==> src/rtl/attn_value_accumulator.sv <==
`timescale 1ns/1ps
`default_nettype none
// ============================================================================
// Module      : attn_value_accumulator
// Description : Attention value stage. Accepts one packed softmax weight row
//               p, then multiply-accumulates DATA_LENGTH streamed rows of V
//               into o[j] = sum_i p[i]*V[i][j], and presents the quantized
//               output row over a valid/ready handshake.
//               Optional macro ATTN_VALUE_SATURATE_EN clamps each output
//               element to the signed DATA_WIDTH range instead of wrapping.
// Revision    : 1.0 - initial release
// ============================================================================
module attn_value_accumulator #(
    parameter int WEIGHT_WIDTH = 16,
    parameter int DATA_WIDTH   = 16,
    parameter int DATA_LENGTH  = 4
) (
    input  logic                              clk,
    input  logic                              rst,
    input  logic [WEIGHT_WIDTH*DATA_LENGTH-1:0] w_in,
    input  logic                              w_valid,
    output logic                              w_ready,
    input  logic [DATA_WIDTH*DATA_LENGTH-1:0] v_in,
    input  logic                              v_valid,
    output logic                              v_ready,
    output logic [DATA_WIDTH*DATA_LENGTH-1:0] out,
    output logic                              out_valid,
    input  logic                              out_ready
);

    // Accumulator is wide enough for DATA_LENGTH full-scale signed products.
    localparam int ACC_WIDTH  = WEIGHT_WIDTH + DATA_WIDTH + 1 + $clog2(DATA_LENGTH);
    localparam int PROD_WIDTH = WEIGHT_WIDTH + 1 + DATA_WIDTH;
    // Weights carry WEIGHT_WIDTH/2 fractional bits; V already matches the output format.
    localparam int FRAC_BITS  = WEIGHT_WIDTH / 2;
    localparam int CNT_WIDTH  = (DATA_LENGTH > 1) ? $clog2(DATA_LENGTH) : 1;
    localparam logic [CNT_WIDTH-1:0] LAST_IDX = CNT_WIDTH'(DATA_LENGTH - 1);

    localparam logic [1:0] S_IDLE  = 2'd0;
    localparam logic [1:0] S_ACCUM = 2'd1;
    localparam logic [1:0] S_OUT   = 2'd2;

    logic [1:0]                   state_q;
    logic [1:0]                   state_d;
    logic [CNT_WIDTH-1:0]         count_q;
    logic [CNT_WIDTH-1:0]         count_d;
    logic [WEIGHT_WIDTH-1:0]      weight_q [DATA_LENGTH];
    logic [WEIGHT_WIDTH-1:0]      weight_d [DATA_LENGTH];
    logic signed [ACC_WIDTH-1:0]  acc_q    [DATA_LENGTH];
    logic signed [ACC_WIDTH-1:0]  acc_d    [DATA_LENGTH];

    logic                         w_fire;
    logic                         v_fire;
    logic                         o_fire;
    logic                         last_row;
    logic [WEIGHT_WIDTH-1:0]      weight_sel;
    logic signed [WEIGHT_WIDTH:0] weight_ext;
    logic signed [PROD_WIDTH-1:0] prod [DATA_LENGTH];

    // Handshakes are qualified by state, so stray valids in other states are ignored.
    assign w_fire   = w_valid   && (state_q == S_IDLE);
    assign v_fire   = v_valid   && (state_q == S_ACCUM);
    assign o_fire   = out_ready && (state_q == S_OUT);
    assign last_row = (count_q == LAST_IDX);

    // The weight for the current V row; zero-extended so the product is signed.
    assign weight_sel = weight_q[count_q];
    assign weight_ext = {1'b0, weight_sel};

    // State register.
    always_ff @(posedge clk or posedge rst) begin
        if (rst) begin
            state_q <= S_IDLE;
        end else begin
            state_q <= state_d;
        end
    end

    // Next-state logic.
    always_comb begin
        state_d = state_q;
        case (state_q)
            S_IDLE:  if (w_fire)             state_d = S_ACCUM;
            S_ACCUM: if (v_fire && last_row) state_d = S_OUT;
            S_OUT:   if (o_fire)             state_d = S_IDLE;
            default:                         state_d = S_IDLE;
        endcase
    end

    // Output decode: each handshake signal is high in exactly one state.
    always_comb begin
        w_ready   = 1'b0;
        v_ready   = 1'b0;
        out_valid = 1'b0;
        case (state_q)
            S_IDLE:  w_ready   = 1'b1;
            S_ACCUM: v_ready   = 1'b1;
            S_OUT:   out_valid = 1'b1;
            default: ;
        endcase
    end

    // Per-lane signed product of the current weight and the incoming V element.
    generate
        for (genvar j = 0; j < DATA_LENGTH; j++) begin : g_prod
            logic signed [DATA_WIDTH-1:0] v_elem;
            assign v_elem  = v_in[j*DATA_WIDTH +: DATA_WIDTH];
            assign prod[j] = weight_ext * v_elem;
        end
    endgenerate

    // Datapath next-state: latch weights and clear on a new row, accumulate per V beat.
    always_comb begin
        count_d = count_q;
        for (int i = 0; i < DATA_LENGTH; i++) begin
            weight_d[i] = weight_q[i];
            acc_d[i]    = acc_q[i];
        end
        if (w_fire) begin
            count_d = '0;
            for (int i = 0; i < DATA_LENGTH; i++) begin
                weight_d[i] = w_in[i*WEIGHT_WIDTH +: WEIGHT_WIDTH];
                acc_d[i]    = '0;
            end
        end else if (v_fire) begin
            count_d = last_row ? '0 : count_q + CNT_WIDTH'(1);
            for (int j = 0; j < DATA_LENGTH; j++) begin
                acc_d[j] = acc_q[j] + ACC_WIDTH'(prod[j]);
            end
        end
    end

    // Datapath registers; reset discards any partially accumulated row.
    always_ff @(posedge clk or posedge rst) begin
        if (rst) begin
            count_q <= '0;
            for (int i = 0; i < DATA_LENGTH; i++) begin
                weight_q[i] <= '0;
                acc_q[i]    <= '0;
            end
        end else begin
            count_q <= count_d;
            for (int i = 0; i < DATA_LENGTH; i++) begin
                weight_q[i] <= weight_d[i];
                acc_q[i]    <= acc_d[i];
            end
        end
    end

    // Output quantization from Q16.16 accumulators back to the V format.
    generate
        for (genvar j = 0; j < DATA_LENGTH; j++) begin : g_out
`ifdef ATTN_VALUE_SATURATE_EN
            localparam logic signed [ACC_WIDTH-1:0] SAT_MAX =
                {{(ACC_WIDTH-DATA_WIDTH+1){1'b0}}, {(DATA_WIDTH-1){1'b1}}};
            localparam logic signed [ACC_WIDTH-1:0] SAT_MIN =
                {{(ACC_WIDTH-DATA_WIDTH+1){1'b1}}, {(DATA_WIDTH-1){1'b0}}};
            logic signed [ACC_WIDTH-1:0] shifted;
            logic        [DATA_WIDTH-1:0] elem;
            assign shifted = acc_q[j] >>> FRAC_BITS;
            // Clamp the floor-shifted value into the signed output range.
            always_comb begin
                elem = shifted[DATA_WIDTH-1:0];
                if (shifted > SAT_MAX) begin
                    elem = SAT_MAX[DATA_WIDTH-1:0];
                end else if (shifted < SAT_MIN) begin
                    elem = SAT_MIN[DATA_WIDTH-1:0];
                end
            end
            assign out[j*DATA_WIDTH +: DATA_WIDTH] = elem;
`else
            // Plain bit select: floor shift with two's-complement wrap.
            assign out[j*DATA_WIDTH +: DATA_WIDTH] = acc_q[j][DATA_WIDTH+FRAC_BITS-1:FRAC_BITS];
`endif
        end
    endgenerate

endmodule
`default_nettype wire

==> config.mk <==
export PLATFORM = sky130hd
export DESIGN_NAME = attn_value_accumulator
export DESIGN_NICKNAME = d
export VERILOG_FILES = /design/src/rtl/attn_value_accumulator.sv
export SDC_FILE = /design/constraint.sdc
export NUM_CORES = 2
export LEC_CHECK = 0
export BUFFER_PORTS_ARGS = -buffer_cell sky130_fd_sc_hd__buf_2
export CORE_MARGIN = 10
export CORE_UTILIZATION = 55
export DETAILED_ROUTE_END_ITERATION = 8
export PLACE_DENSITY = 0.78
export SLEW_MARGIN = 15
export SYNTH_ARGS = -nofsm -noshare
export SYNTH_HDL_FRONTEND = slang
export SYNTH_SLANG_ARGS = --single-unit
==> constraint.sdc <==
create_clock -name clk -period 8.9 [get_ports clk]
set_input_delay 1.78 -clock clk [delete_from_list [all_inputs] [get_ports clk]]
set_output_delay 1.78 -clock clk [all_outputs]
set_load 0.02 [all_outputs]
Yosys cells after proc, flatten, opt, wreduce, memory -nomap -nowiden:

Index checks and enable logic that the tools add are counted.
Widths: inputs -> output; s select.

* bits of input ports: 133
* memory bits (read-only): 0
* output and inout port bits: 67
* RAM bits: 0
* bits in registers: 208
* memories: 0
* bits in latches: 0
* logic and storage cells: 49

* reduce and logical (&&, ||, !) cells: 7
* div/mod/pow operators: 0
* add/sub/neg operators: 5
* $mul: 4
* order comparisons: 1
* bitwise logic cells: 1
* equal/unequal tests: 6
* shift operators: 0
* muxes and demuxes: 15

Operators by type and width (count)
* $mux 140: 2
* $add 35x33->35: 4
* $mul 17x16->33: 4
* $bmux 16 s2: 1
* $mux 16: 2
* $mux 2: 6
* $pmux 2 s3: 1
* $eq 2x2->1 const B: 2
* $logic_and 1x1->1: 4
* $ne 2x2->1 const B: 2
* $ge 3x3->1 const B: 1
* $mux 1: 3
* $not 2->3: 1
* $reduce_and 3->1: 1
* $add 2x1->2 const B: 1
* $eq 2x1->1 const B: 1
* $logic_not 2->1: 1
* $ne 2x1->1 const B: 1
* $reduce_bool 2->1: 1

Depth between registers and ports, before layout:

* depth after elaboration: 8
* mapped depth: 27
* mapped depth without buffers: 23

Least setup slack after synthesis:

Ideal clock, no wire load.

* path type: input-to-reg
* start: in v_in[49]
* end: reg acc_q, in the netlist out[63]
* buffers on the path: 1
* data arrival time: 7.012 ns
* stages: 22
* library setup time: 0.129 ns
* slack: 1.759 ns
* path through: clkbuf_1 > and2_1 > fa_1 > inv_1 > fa_1 > fa_1 > inv_1 > fa_1 > fa_1 > inv_1 > fa_1 > inv_1 > ha_1 > a21o_1 > a21o_1 > a21oi_1 > o31ai_1 > a41o_1 > a211oi_1 > a21oi_1 > xnor2_1 > o21ai_1

* word-level cells in the longest chain between the ends: 4

RTL lines
* from (decl): line 23 `input logic [DATA_WIDTH*DATA_LENGTH-1:0] v_in,`
* $mul 17x16->33: line 108 `assign prod[j] = weight_ext * v_elem;`
* $add 35x33->35: line 128 `acc_d[j] = acc_q[j] + ACC_WIDTH'(prod[j]);`
* $mux 140: line 125 `end else if (v_fire) begin`
* $mux 140: line 119 `if (w_fire) begin`
* to (signal, indexed assignment): line 145 `acc_q[i] <= acc_d[i];`
* to (decl): line 49 `logic signed [ACC_WIDTH-1:0] acc_q [DATA_LENGTH];`

No other way between the ends. The select of a mux whose other input is x is not followed.
A chain may end at the register's enable or synchronous reset.

Worst setup path in the final report:

* start: reg count_q[0]
* end: reg acc_q, in the netlist out[47]

* word-level cells in the longest chain between the ends: 8

RTL lines
* from (decl): line 45 `logic [CNT_WIDTH-1:0] count_q;`
* from (signal assigned): line 142 `count_q <= count_d;`
* $not 2->3 (implied by the code): line 67 `assign weight_sel = weight_q[count_q];`
* $bmux 16 s2: line 67
* $mux 16 (implied by the code) (2 in a row): line 67
* $mul 17x16->33: line 108
* $add 35x33->35: line 128
* $mux 140: line 125
* $mux 140: line 119

No other way between the ends. The select of a mux whose other input is x is not followed.

==> flow_summary.yaml <==
sta:
  fin_skew_ns: 0.0192
  hold_violations: 0
  slew_headroom: 0.295
  hold_slack_ns: 0.508
  tns_ns: 0
  tightest_slew_ns: 1.06
  fin_crit_sh: 0.872
  setup_viol: 0
  rsz0062_at_grt: "false"
  max_freq_ghz: 0.129
  post-route-min-period_ns: 7.76
  drv_slew: 0
clock_network:
  insertion_delay_ns: 0.52
  cts_buffers: 17
  post_cts_buffers: 0
  clkSlewWorstSetupHoldPaths_ns: 0.09
  htreeDepth: 4
  hold_buffers: 0
  tritoncts: "yes"
  post_cts_resized: 0
  cts_max_path_buffers: 2
  cts_sinks: 164
  root_buffer: "clkbuf_16"
synth:
  syn_nets: 5640
  yosys_warnings: 0
  seq_area_frac_synth: 0.104
  yosysMostFrequentCell: "inv_1"
  synth_ff_type: "dfrtp_1"
  yosysUniqueCellTypes: 56
  synth_top_area_share: 0.388
  synthCells: 4402
  ys_async_sr_fraction: 1.00
  ys_ff_latch: 164
  synth_top_cell_by_area: "fa_1"
  synthTopCellsByCount: "inv_1, fa_1, and2_1"
  synth-edff-count: 0
  synth.area.top_cells: "fa_1, inv_1, ha_1"
  synth.avg_cell_area_um2: 8.96
  syn-cell-area_mm2: 0.0394
route:
  wire_per_inst_um: 17.9
  routed-wl-met2_um: 48800
  drc: 0
  wl_um: 96400
  ant_nets: 0
  route.met3.wl_um: 6910
  vias: 28100
  wl_met1_um: 36800
  firstDrtPassIters: 5
  drt_iter0_drc: 1617
  viasPerCell: 5.22
  top_layer_used: "met5"
job:
  maxCapViolCount: 0
cells_and_area:
  drive_gt1_frac: 0.0820
  postLayoutCellArea_mm2: 0.0413
  fillers: 6027
  syn_to_final_growth_pct: 4.67
  nets: 5641
critical_path:
  worstPathRequired_ns: 9.27
  arrival_ns: 8.13
  endpoint_kind: "flip-flop"
  cp-start-kind: "flip-flop"
  worst-path-max-fanout: 39
  crit_type: "reg -> reg"
placed_design:
  place_hpwl_um: 76100
  routabilityCongestion: 0.895
  postPlaceCellArea_mm2: 0.0407
  portBuffers: 199
die:
  rows: 98
  die_x_um: 288
  die_h_um: 288
  initial_utilization: 0.554
  boundaryPins: 200
  coreArea_mm2: 0.0712
  dieArea_mm2: 0.0828
global_route:
  grt_overflow: 0
  grt_pass1_vias: 31500
  grt_pass1_wl_um: 162000
  grtUsageTotal: 0.247
  antenna_found_initial: 13
  grt_start_max_net_pins: 102
run_status:
  status: "completed"
min_path:
  hold_class: "reg -> reg"
## worst paths after layout
| kind | start | endpoint | slack, ns | cells after the start |
|---|---|---|---|---|
| worst min-delay path | acc_q[77] | acc_q[77] | 0.51 | 2 |
| min in group asynchronous | rst | weight_q[22] | 1.48 | 2 |
| max in group asynchronous | rst | out[45] | 5.89 | 3 |
| worst max-delay path | count_q[0] | out[47] | 1.14 | 23 |
| worst max register to register | count_q[0] | out[47] | 1.14 | 23 |
| worst min register to register | acc_q[77] | acc_q[77] | 0.51 | 2 |
## state kept, by name, indices dropped and copies added (netlist names)
register / cells
count_q: 2
weight_q: 64
out: 64
acc_q: 32
state_q: 2
## placed cells by master, fill, tap and decap left out, types with 16 or more instances in the layout
| cell | n |
|---|---|
| inv_1 | 1261 |
| fa_1 | 764 |
| and2_1 | 517 |
| nand2_1 | 459 |
| ha_1 | 341 |
| buf_2 | 199 |
| dfrtp_1 | 164 |
| xnor2_1 | 89 |
| o21ai_0 | 85 |
| nor2_1 | 67 |
| mux2_2 | 64 |
| a21oi_1 | 52 |
| xor2_1 | 47 |
| buf_4 | 35 |
| a21o_1 | 34 |
| a22o_1 | 25 |
| nand2b_1 | 19 |
| nand3_1 | 17 |
| clkbuf_16 | 17 |
| mux4_2 | 16 |
## cells by family after synthesis
logic type / count (synthesis) / share of synthesized area
buffers and inverters: 1517 / 0.152
adders and majority gates: 1105 / 0.496
muxes: 80 / 0.0274
DFF: 164 / 0.104
xor gates and xnor gates: 138 / 0.0310
and+or+nand+nor: 1120 / 0.143
AOI/OAI and AO/OA: 278 / 0.0462
## worst max-delay path, cell delays in order (launching register included)
cell      delay (ns)
dfrtp_1         0.70
mux4_2          1.04
buf_4           0.47
and2_1          0.21
fa_1            0.42
inv_1           0.07
fa_1            0.43
fa_1            0.51
inv_1           0.05
fa_1            0.50
fa_1            0.50
inv_1           0.05
fa_1            0.47
inv_1           0.04
ha_1            0.33
a21o_1          0.18
a21o_1          0.16
a21oi_1         0.14
o31ai_1         0.15
a41o_1          0.32
a211oi_1        0.39
a21oi_1         0.16
xnor2_1         0.21
o21ai_1         0.07
## metal layers
metal,global-route usage,up-vias
met4,0.0991,16
met5,0,-
met2,0.431,891
met3,0.0493,232
met1,0.297,14300
li1,-,12700
## final cells by class
cell class,instances,area [µm²],share of cell area
Multi-Input combinational cell,2721,29400,0.711
Inverter,1262,4740,0.115
Sequential cell,164,4100,0.0994
Timing Repair Buffer,237,1320,0.0320
Tap cell,950,1190,0.0288
Clock buffer,18,429,0.0104
Clock inverter,13,116,0.00282
Antenna cell,8,20.0,0.000485
## per-stage QoR
step | instances | utilization | worst slack [ns]
after global placement | 5334 | 0.571 | 1.43
after CTS | 5365 | 0.579 | 1.26
after detailed placement | 5334 | 0.571 | 1.25
final | 5373 | 0.579 | 1.14
after floorplan | 4402 | - | 1.76
after global routing | 5367 | 0.579 | 0.694
Power is not shown: default switching activity piles up to over one toggle a cycle in this logic, so the estimate is an artifact.
